<file path="src/rtl/truth_table_sweeper.sv">
// Programmable truth-table engine: N_OUT minterm masks swept row by row over a
// valid/ready stream, one row per cycle when the consumer is always ready.
module truth_table_sweeper #(
   parameter  int N_IN  = 4,
   parameter  int N_OUT = 10,
   parameter  int GROUP = 4,
   localparam int ROWS  = 1 << N_IN,
   localparam int SEL_W = (N_OUT > 1) ? $clog2(N_OUT) : 1
) (
   input  logic             clk,
   input  logic             rst_n,
   input  logic             cfg_we,
   input  logic [SEL_W-1:0] cfg_sel,
   input  logic [ROWS-1:0]  cfg_mask,
   input  logic             start,
   input  logic             abort,
   output logic             busy,
   output logic             done,
   output logic             row_valid,
   input  logic             row_ready,
   output logic [N_IN-1:0]  row_idx,
   output logic [N_OUT-1:0] row_out,
   output logic             row_grp_end
);

   localparam int GRP_W = $clog2(GROUP);

   typedef enum logic [1:0] {
      S_IDLE = 2'd0,
      S_RUN  = 2'd1,
      S_DONE = 2'd2
   } state_t;

   state_t          state_q, state_d;
   logic [N_IN-1:0] row_idx_q, row_idx_d;
   logic [ROWS-1:0] mask_q [N_OUT];

   logic last_row;
   logic cfg_ok;
   logic grp_hit;

   assign last_row = (row_idx_q == {N_IN{1'b1}});

   // Masks stay frozen for the whole sweep; out-of-range selects are dropped.
   assign cfg_ok = cfg_we && (state_q != S_RUN) && (int'(cfg_sel) < N_OUT);

   always_comb begin
      state_d   = state_q;
      row_idx_d = row_idx_q;
      case (state_q)
         S_IDLE: begin
            if (start) begin
               state_d   = S_RUN;
               row_idx_d = '0;
            end
         end
         S_RUN: begin
            if (abort) begin
               state_d = S_IDLE;
            end else if (row_ready) begin
               if (last_row) begin
                  state_d = S_DONE;
               end else begin
                  row_idx_d = row_idx_q + N_IN'(1);
               end
            end
         end
         S_DONE: begin
            state_d = S_IDLE;
         end
         default: begin
            state_d = S_IDLE;
         end
      endcase
   end

   always_ff @(posedge clk or negedge rst_n) begin
      if (!rst_n) begin
         state_q   <= S_IDLE;
         row_idx_q <= '0;
      end else begin
         state_q   <= state_d;
         row_idx_q <= row_idx_d;
      end
   end

   always_ff @(posedge clk or negedge rst_n) begin
      if (!rst_n) begin
         for (int f = 0; f < N_OUT; f++) begin
            mask_q[f] <= '0;
         end
      end else if (cfg_ok) begin
         for (int f = 0; f < N_OUT; f++) begin
            if (int'(cfg_sel) == f) begin
               mask_q[f] <= cfg_mask;
            end
         end
      end
   end

   always_comb begin
      row_out = '0;
      for (int f = 0; f < N_OUT; f++) begin
         row_out[f] = mask_q[f][row_idx_q];
      end
   end

   // A group of one row ends on every row.
   if (GRP_W == 0) begin : g_grp_every
      assign grp_hit = 1'b1;
   end else begin : g_grp_mask
      assign grp_hit = &row_idx_q[GRP_W-1:0];
   end

   assign busy        = (state_q == S_RUN);
   assign row_valid   = (state_q == S_RUN);
   assign done        = (state_q == S_DONE);
   assign row_idx     = row_idx_q;
   assign row_grp_end = row_valid && grp_hit;

endmodule

</file>
<file path="config.mk">
export PLATFORM = sky130hd
export DESIGN_NAME = truth_table_sweeper
export DESIGN_NICKNAME = d
export VERILOG_FILES = /design/src/rtl/truth_table_sweeper.sv
export SDC_FILE = /design/constraint.sdc
export NUM_CORES = 1
export LEC_CHECK = 0
export CAP_MARGIN = 20
export CORE_MARGIN = 2
export CORE_UTILIZATION = 60
export CTS_CLUSTER_SIZE = 14
export DETAILED_ROUTE_END_ITERATION = 8
export PLACE_DENSITY = 0.8
export REMOVE_ABC_BUFFERS = 1
export SLEW_MARGIN = 20
export SYNTH_ARGS = -nofsm -noshare
export SYNTH_HDL_FRONTEND = slang
export SYNTH_SLANG_ARGS = --single-unit
</file>
<file path="constraint.sdc">
create_clock -name clk -period 2.7 [get_ports clk]
set_clock_uncertainty 0.1 [all_clocks]
set_input_delay 0.405 -clock clk [delete_from_list [all_inputs] [get_ports clk]]
set_output_delay 0.405 -clock clk [all_outputs]
set_load 0.01 [all_outputs]
</file>
==> impl_metrics.tcl, run 1 <==
set metrics [dict create \
    overflow 0 \
    yosys_warnings 0 \
    regToRegSetupSlack_ns 0.48 \
    numPortBuffers 43 \
    worstHoldPathType "reg2reg" \
    synth_edf_count 0 \
    h-tree-depth 4 \
    mappedNetlistArea_um2 7790 \
    p_int_mw 5.72 \
    arrival_ns 2.25 \
    end_kind "output pin" \
    cts_tree "built" \
    slew_violations 0 \
    fin_area_um2 9410 \
    irDropWorstVdd_mv 0.470 \
    syn_inst 538 \
    n_antenna_cell 0 \
    seq_power_share_pct 44.1 \
    grt_pass1_vias 5111 \
    synth_cell_types 41 \
    synth_seq_area_share_pct 53.3 \
    worst_pin_slew_ns 0.703 \
    place.gp.congestion 0.835 \
    max_slew_margin_pct 53.2 \
    swShare_pct 26.8 \
    setup_violations 1 \
    cellLeakagePower_nw 4.20 \
    finalWirelength_um 17600 \
    postRouteAntennaNets 0 \
    netSwitchingPower_mw 2.09 \
    finalCritPeriodShare_pct 102 \
    die_x_um 118 \
    drt_iter0_markers 288 \
    layout_min_cycle_time_ns 2.75 \
    ios 44 \
    worst-path-max-fanout 11 \
    max_freq_mhz 364 \
    final_cells 781 \
    ctsLongestPathBuffers 2 \
    antenna_found_initial 0 \
    power_mw 7.81 \
    core_region_area_um2 12700 \
    hpwlAfterDp_um 11200 \
    syn_area_per_cell_um2 14.5 \
    start_util_pct 61.5 \
    dpl_cell_area_um2 8450 \
    synth_seq_cells 166 \
    required_ns 2.19 \
    hold_violations 0 \
    clkLatencyLatePin_ns 0.42 \
    grtUsageTotal_pct 26.9 \
    std_cell_rows 41 \
    clk_pin_slew_worst_paths_ns 0.06 \
    viasPerCell 6.18 \
    via_count 4825 \
    grt_max_degree 74 \
    status "complete, but fails checks" \
    die_y_um 118 \
    fin_setup_tns_ns -0.0503 \
    violations "negative setup slack" \
    rsz0062_at_grt "yes" \
    detail_route.wl_per_cell_um 22.5 \
    pwr-share-comb_pct 24.4 \
    die_area_um2 13900 \
    drc 0 \
    whs_ns 0.401 \
    final_util_pct 74.3 \
    clock_power_share_pct 31.5 \
    fillCellCount 791 \
    crit_type "reg2out" \
    async_flop_share_pct 100 \
    numCtsBuffers 17 \
    grt_pass1_wl_um 28600 \
    cts_root_buf "clkbuf_16" \
    final_layout_size_suffix_gt1_share_pct 50.1 \
    place_ws_ns 0.0379 \
    maxCapViolations 0 \
    fin_ws_ns -0.0503 \
    power_density_nw_per_um2 829 \
    syn2layout_area_growth_pct 20.8 \
    finish.net_count 624 \
    synth_flop_cell "dfrtp_1" \
    clock_sinks 166 \
    first_pass_iters 5 \
    setup.worst_path.start_class "register" \
    post-place-cells 732 \
]
final timing paths:
path,startpoint,to,depth (start not counted)
max,row_idx[0],row_out[2],7
max in group asynchronous,rst_n,mask_q[67],3
max reg2reg,state_q[1],mask_q[118],5
min,mask_q[146],mask_q[146],1
min in group asynchronous,rst_n,mask_q[6],2
min reg2reg,mask_q[146],mask_q[146],1
layout make-up:
| type | count | area (um2) | area share, % |
|---|---|---|---|
| clock inverter | 11 | 151 | 1.61 |
| inverter | 4 | 18.8 | 0.199 |
| multi-input combinational | 319 | 3570 | 37.9 |
| sequential | 166 | 4160 | 44.2 |
| clock buffer | 20 | 457 | 4.85 |
| timing repair buffer | 89 | 842 | 8.95 |
| tap | 172 | 215 | 2.29 |
critical path: stages (launching register included):
cell and delay (ns):
dfrtp_4 0.52, buf_12 0.17, buf_4 0.15, mux2i_1 0.19
a221oi_4 0.38, a22oi_1 0.14, nand2_1 0.12, buf_2 0.14
routing by layer:
metal	wire, um	GRT usage, %	vias up	share of wire (%)
li1	-	-	2117	-
met1	7490	36.0	2533	43
met2	8910	43.0	145	51
met3	854	6.44	30	4.9
met4	333	10.2	0	1.9
met5	0	0	-	0
synthesized netlist by cell type (3+ instances only):
library cell / instances / area, um2
o21ai_0: 13 / 65.1
nand2_1: 16 / 60.1
nor2_1: 6 / 22.5
a22oi_1: 10 / 75.1
buf_1: 17 / 63.8
a221oi_1: 20 / 175
mux2_2: 150 / 1690
dfrtp_1: 166 / 4150
mux2i_1: 41 / 410
clkbuf_1: 11 / 41.3
mux4_2: 20 / 450
buf_4: 5 / 37.5
buf_2: 13 / 65.1
inv_1: 3 / 11.3
mux2_4: 10 / 150
nor2b_1: 4 / 25.0
kinds of logic after synthesis:
logic type / synth area share (%)
simple gates: 3.82
fa+ha+maj: 0.161
flops: 53.3
compound gates: 4.66
buf+inv: 3.40
mux: 34.6
registers in the layout (all words and copies together) (netlist names):
signal and flops:
mask_q 160, row_idx 4, state_q 2
power groups by stage:
stage                     logic [mW]  clock network [mW]  registers, mW
final                           1.90                2.46           3.45
after global routing            2.04                2.62           3.51
after CTS                       1.84                2.48           3.43
after detailed placement        1.72                   0           3.46
after global placement          1.67                   0           3.42
after floorplan                 1.12                   0           3.44
layout by cell type, fill, tap and decap left out, types with 2 or more instances in the layout:
master,instances
a21oi_1,2
a221oi_2,17
a221oi_4,3
a22oi_1,8
a22oi_2,2
and2_1,2
buf_12,5
buf_2,8
buf_4,32
buf_6,7
bufinv_16,3
clkbuf_16,17
clkbuf_2,2
clkbuf_8,2
clkdlybuf4s50_1,32
clkinv_4,3
clkinvlp_4,5
dfrtp_1,164
inv_1,2
mux2_2,150
mux2_4,10
mux2i_1,38
mux2i_2,2
mux4_2,20
nand2_1,16
nand3_1,2
nand3b_2,2
nand4b_1,2
nor2_1,6
nor2b_1,3
nor3b_2,2
o21ai_0,7
o21ai_1,6
or3_1,2
repair_timing:
action / 4_1_cts / 5_1_grt
pin swaps: 11 / 14
endpoints found under the hold margin: 68 / 0
gates resized for setup: 63 / 24
gates cloned: 1 / 0
setup endpoints to repair: 10 / 10
hold buffers: 1 / 0
setup buffers: 8 / 8
Power figures use the tool's default switching activity.
==> run 2, diff against run 1 <==
- MAX_ROUTING_LAYER: not set -> met4
==> impl_metrics.tcl, run 2 (synthesis results as in run 1) <==
set metrics [dict create \
    status "complete, but fails checks" \
    violations "negative setup slack" \
    cts_root_buf "clkbuf_16" \
    layout_common_cells "dfrtp_1 (164), mux2_2 (150), mux2i_1 (38)" \
    fin_ws_ns -0.0611 \
    place.gp.congestion 0.847 \
    worst_pin_slew_ns 0.700 \
    power_mw 7.81 \
    std_cell_rows 41 \
    first_pass_iters 5 \
    clkLatencyLatePin_ns 0.42 \
    finish.net_count 624 \
    fillCellCount 791 \
    clock_sinks 166 \
    ctsLongestPathBuffers 2 \
    r2r-end "mask_q[127]" \
    final_layout_size_suffix_gt1_share_pct 50.1 \
    numCtsBuffers 17 \
    final_util_pct 74.3 \
    worstHoldPathType "reg2reg" \
    die_x_um 118 \
    die_y_um 118 \
    multi_input_area_um2 3570 \
    layout_min_cycle_time_ns 2.76 \
    rsz0062_at_grt "yes" \
    viasPerCell 6.23 \
    grtUsageTotal_pct 27.7 \
    h-tree-depth 4 \
    largest_reg_flops 160 \
    ios 44 \
    n_antenna_cell 0 \
    required_ns 2.19 \
    numPortBuffers 43 \
    grt_pass1_vias 5122 \
    worst-path-max-fanout 11 \
    drt_iter0_markers 352 \
    finalCritPeriodShare_pct 102 \
    whs_ns 0.401 \
    largest_register "mask_q" \
    via_count 4863 \
    irDropWorstVdd_mv 0.470 \
    final_common_cell "dfrtp_1" \
    crit_type "reg2out" \
    arrival_ns 2.26 \
    regToRegSetupSlack_ns 0.47 \
    start_util_pct 61.5 \
    r2r_start "state_q[1]" \
    grt_max_degree 74 \
    die_area_um2 13900 \
    cp-startpoint "row_idx[0]" \
    power_density_nw_per_um2 830 \
    finalWirelength_um 17600 \
    setup_violations 1 \
    antenna_found_initial 0 \
    overflow 0 \
    cp-endpoint "row_out[2]" \
    area.sequential_um2 4160 \
    hpwlAfterDp_um 11200 \
    postRouteAntennaNets 0 \
    core_region_area_um2 12700 \
    clk_pin_slew_worst_paths_ns 0.06 \
    end_kind "output pin" \
    cellLeakagePower_nw 4.20 \
    maxCapViolations 0 \
    cts_tree "built" \
    drc 0 \
    setup.worst_path.start_class "register" \
    grt_pass1_wl_um 28600 \
    min_from "mask_q[146]" \
    max_freq_mhz 362 \
    hold_violations 0 \
    slew_violations 0 \
    max_slew_margin_pct 53.3 \
    syn2layout_area_growth_pct 20.8 \
    detail_route.wl_per_cell_um 22.6 \
    ff2ff_path_depth 5 \
]
## run 2: how the worst min path moves through the flow
stage	endpoint	slack, ns	cells after the start
2_1_floorplan	mask_q[0]	0.009	0
3_3_place_gp	mask_q[7]	0.36	1
3_5_place_dp	mask_q[7]	0.37	1
4_1_cts	mask_q[2]	0.40	1
5_1_grt	mask_q[146]	0.42	1
6_report	mask_q[146]	0.40	1
## run 2: area by class of cell
class	count	area share [%]
sequential	166	44.2
clock inverter	11	1.61
timing repair buffer	89	8.95
multi-input combinational	319	37.9
inverter	4	0.199
clock buffer	20	4.85
tap	172	2.29
## run 2: where the power goes
part	total, mW	leakage (nW)	internal (mW)	switching, mW
Clock	2.46	0.284	1.50	0.963
Sequential	3.44	2.11	3.10	0.343
Combinational	1.91	1.81	1.12	0.787
Total	7.81	4.20	5.72	2.09
## run 2: through the flow
stage / setup TNS, ns / instance area (um2) / instances / worst slack [ns]
final: -0.0611 / 9410 / 781 / -0.0611
after global routing: -0.163 / 9410 / 781 / -0.123
after CTS: -0.0906 / 9330 / 773 / -0.0835
after detailed placement: 0 / 8450 / 732 / 0.0379
after floorplan: -15.70 / 7540 / 489 / -1.05
after global placement: 0 / 8450 / 732 / 0.0684
## run 2: what timing repair did
item | CTS | global route
endpoints found under the hold margin | 68 | 0
hold buffers | 1 | 0
buffers inserted | 8 | 8
resized for setup | 63 | 24
setup endpoints to repair | 10 | 10
gates cloned | 1 | 0
pin swaps | 11 | 14
## run 2: critical path: stages (launching register included)
cell	delay, ns
dfrtp_4	0.52
buf_12	0.17
buf_4	0.15
mux2i_1	0.20
a221oi_4	0.38
a22oi_1	0.14
nand2_1	0.12
buf_2	0.14
## run 2: metal layers
metal	vias up	part of all wire, %	track usage [%]	wire, um
li1	2114	-	-	-
met1	2586	43	36.1	7650
met2	127	51	43.0	8930
met3	36	3.9	6.40	679
met4	0	2.1	10.2	365
met5	-	0	-	0
==> run 3, diff against run 2 <==
- clock period: 2.7 -> 2.95 ns (I/O delays scaled with it)
==> impl_metrics.tcl, run 3 (synthesis results as in run 1) <==
set metrics [dict create \
    fillCellCount 826 \
    final_common_cell "dfrtp_1" \
    slowest_stage "dfrtp_1" \
    std_cell_rows 41 \
    drt_iter0_markers 343 \
    worstHoldPathType "reg2reg" \
    maxCapViolations 0 \
    rsz0062_at_grt "no" \
    max_freq_mhz 348 \
    dpl_cell_area_um2 8400 \
    cellLeakagePower_nw 4.15 \
    antenna_found_initial 0 \
    finish.net_count 611 \
    arrival_ns 2.33 \
    ctsLongestPathBuffers 2 \
    detail_route.wl_per_cell_um 22.7 \
    clock_sinks 166 \
    clk_pin_slew_worst_paths_ns 0.06 \
    max_slew_margin_pct 58.7 \
    grt_max_degree 67 \
    h-tree-depth 4 \
    cts_root_buf "clkbuf_16" \
    required_ns 2.41 \
    worst-path-buf-inv 3 \
    largest_reg_flops 160 \
    whs_path_depth 1 \
    grt_pass1_vias 5046 \
    ios 44 \
    final_layout_size_suffix_gt1_share_pct 45.5 \
    fin_area_um2 9270 \
    postRouteAntennaNets 0 \
    viasPerCell 6.23 \
    numPortBuffers 43 \
    worst_pin_slew_ns 0.620 \
    numCtsBuffers 17 \
    start_util_pct 61.5 \
    core_region_area_um2 12700 \
    finalWirelength_um 17400 \
    drc 0 \
    slew_violations 0 \
    crit_type "reg2out" \
    cp_top_family "buffers and inverters" \
    cp_num_cells 6 \
    worst-path-max-fanout 23 \
    layout_min_cycle_time_ns 2.87 \
    ff2ff_path_depth 5 \
    hpwlAfterDp_um 11200 \
    grt_pass1_wl_um 28000 \
    die_y_um 118 \
    status "finished clean" \
    cts_tree "built" \
    largest_register "mask_q" \
    syn2layout_area_growth_pct 18.9 \
    first_pass_iters 5 \
    power_density_nw_per_um2 763 \
    n_antenna_cell 0 \
    layout_common_cells "dfrtp_1 (164), mux2_2 (150), mux2i_1 (41)" \
    die_x_um 118 \
    overflow 0 \
    cp_cell_sequence "buf_4 > buf_4 > mux4_2 > a22oi_1 > nand2_1 > dlygate4sd2_1" \
    grtUsageTotal_pct 27.2 \
    slowest_delay_ns 0.41 \
    end_kind "output pin" \
    irDropWorstVdd_mv 0.422 \
    die_area_um2 13900 \
    fin_setup_tns_ns 0 \
    crit_path_frequent_cell "buf_4" \
    setup.worst_path.start_class "register" \
    hold_violations 0 \
    finalCritPeriodShare_pct 97.4 \
    via_count 4769 \
    place.gp.congestion 0.938 \
    clkLatencyLatePin_ns 0.42 \
    setup_violations 0 \
]
## run 3: final cells by class
| cell class | count | area [um2] | area share, % |
|---|---|---|---|
| multi-input cells | 319 | 3520 | 38.0 |
| inverters | 4 | 18.8 | 0.203 |
| flip-flops and latches | 166 | 4160 | 44.9 |
| repair buffers | 76 | 769 | 8.31 |
| clock inverters | 4 | 95.1 | 1.03 |
| well taps | 172 | 215 | 2.32 |
| clock buffers | 25 | 485 | 5.24 |
## run 3: worst paths after layout
check	from	to	slack, ns
max in group asynchronous	rst_n	mask_q[17]	1.49
worst min register to register	mask_q[18]	mask_q[18]	0.40
min in group asynchronous	rst_n	mask_q[6]	0.49
worst max-delay path	row_idx[1]	row_out[2]	0.08
worst max register to register	state_q[1]	mask_q[140]	0.67
worst min-delay path	mask_q[18]	mask_q[18]	0.40
## run 3: metrics by stage
step / hold WS, ns / setup WS [ns] / std cells / utilization, % / power, mW
after floorplan: 0.0469 / -0.839 / 489 / - / 4.17
after global placement: 0.370 / 0.212 / 727 / 66.3 / 4.70
after detailed placement: 0.389 / 0.106 / 727 / 66.3 / 4.78
after CTS: 0.402 / -0.0901 / 765 / 72.8 / 7.06
after global routing: 0.409 / 0.0102 / 766 / 73.1 / 7.37
final: 0.402 / 0.0778 / 766 / 73.1 / 7.07
## run 3: worst register-to-register path, stage by stage (launching register included)
cell and delay, ns:
dfrtp_1 0.52, or2b_4 0.20, inv_2 0.07, nor4b_4 0.37
nand3b_2 0.46, mux2_2 0.44
## run 3: where the power goes
group          internal [mW]  switching, mW  leakage, nW  total (mW)
registers               2.84          0.298         2.11        3.14
logic                  0.989          0.726         1.76        1.71
clock network           1.38          0.831        0.283        2.22
total                   5.21           1.86         4.15        7.07
## run 3: repair_timing
| action | CTS | global route |
|---|---|---|
| hold endpoints to repair | 62 | 0 |
| pin swaps | 4 | 1 |
| hold buffers | 1 | 0 |
| gates resized for setup | 34 | 3 |
| endpoints found under the setup margin | 10 | 2 |
| buffers inserted | 7 | 0 |
| cloned | 1 | 1 |
## run 3: routing by layer
metal | vias up | wire length (um) | GRT usage [%]
li1 | 2079 | - | -
met1 | 2532 | 7840 | 36.3
met2 | 122 | 8440 | 41.5
met3 | 36 | 690 | 5.28
met4 | 0 | 400 | 11.0
met5 | - | 0 | -
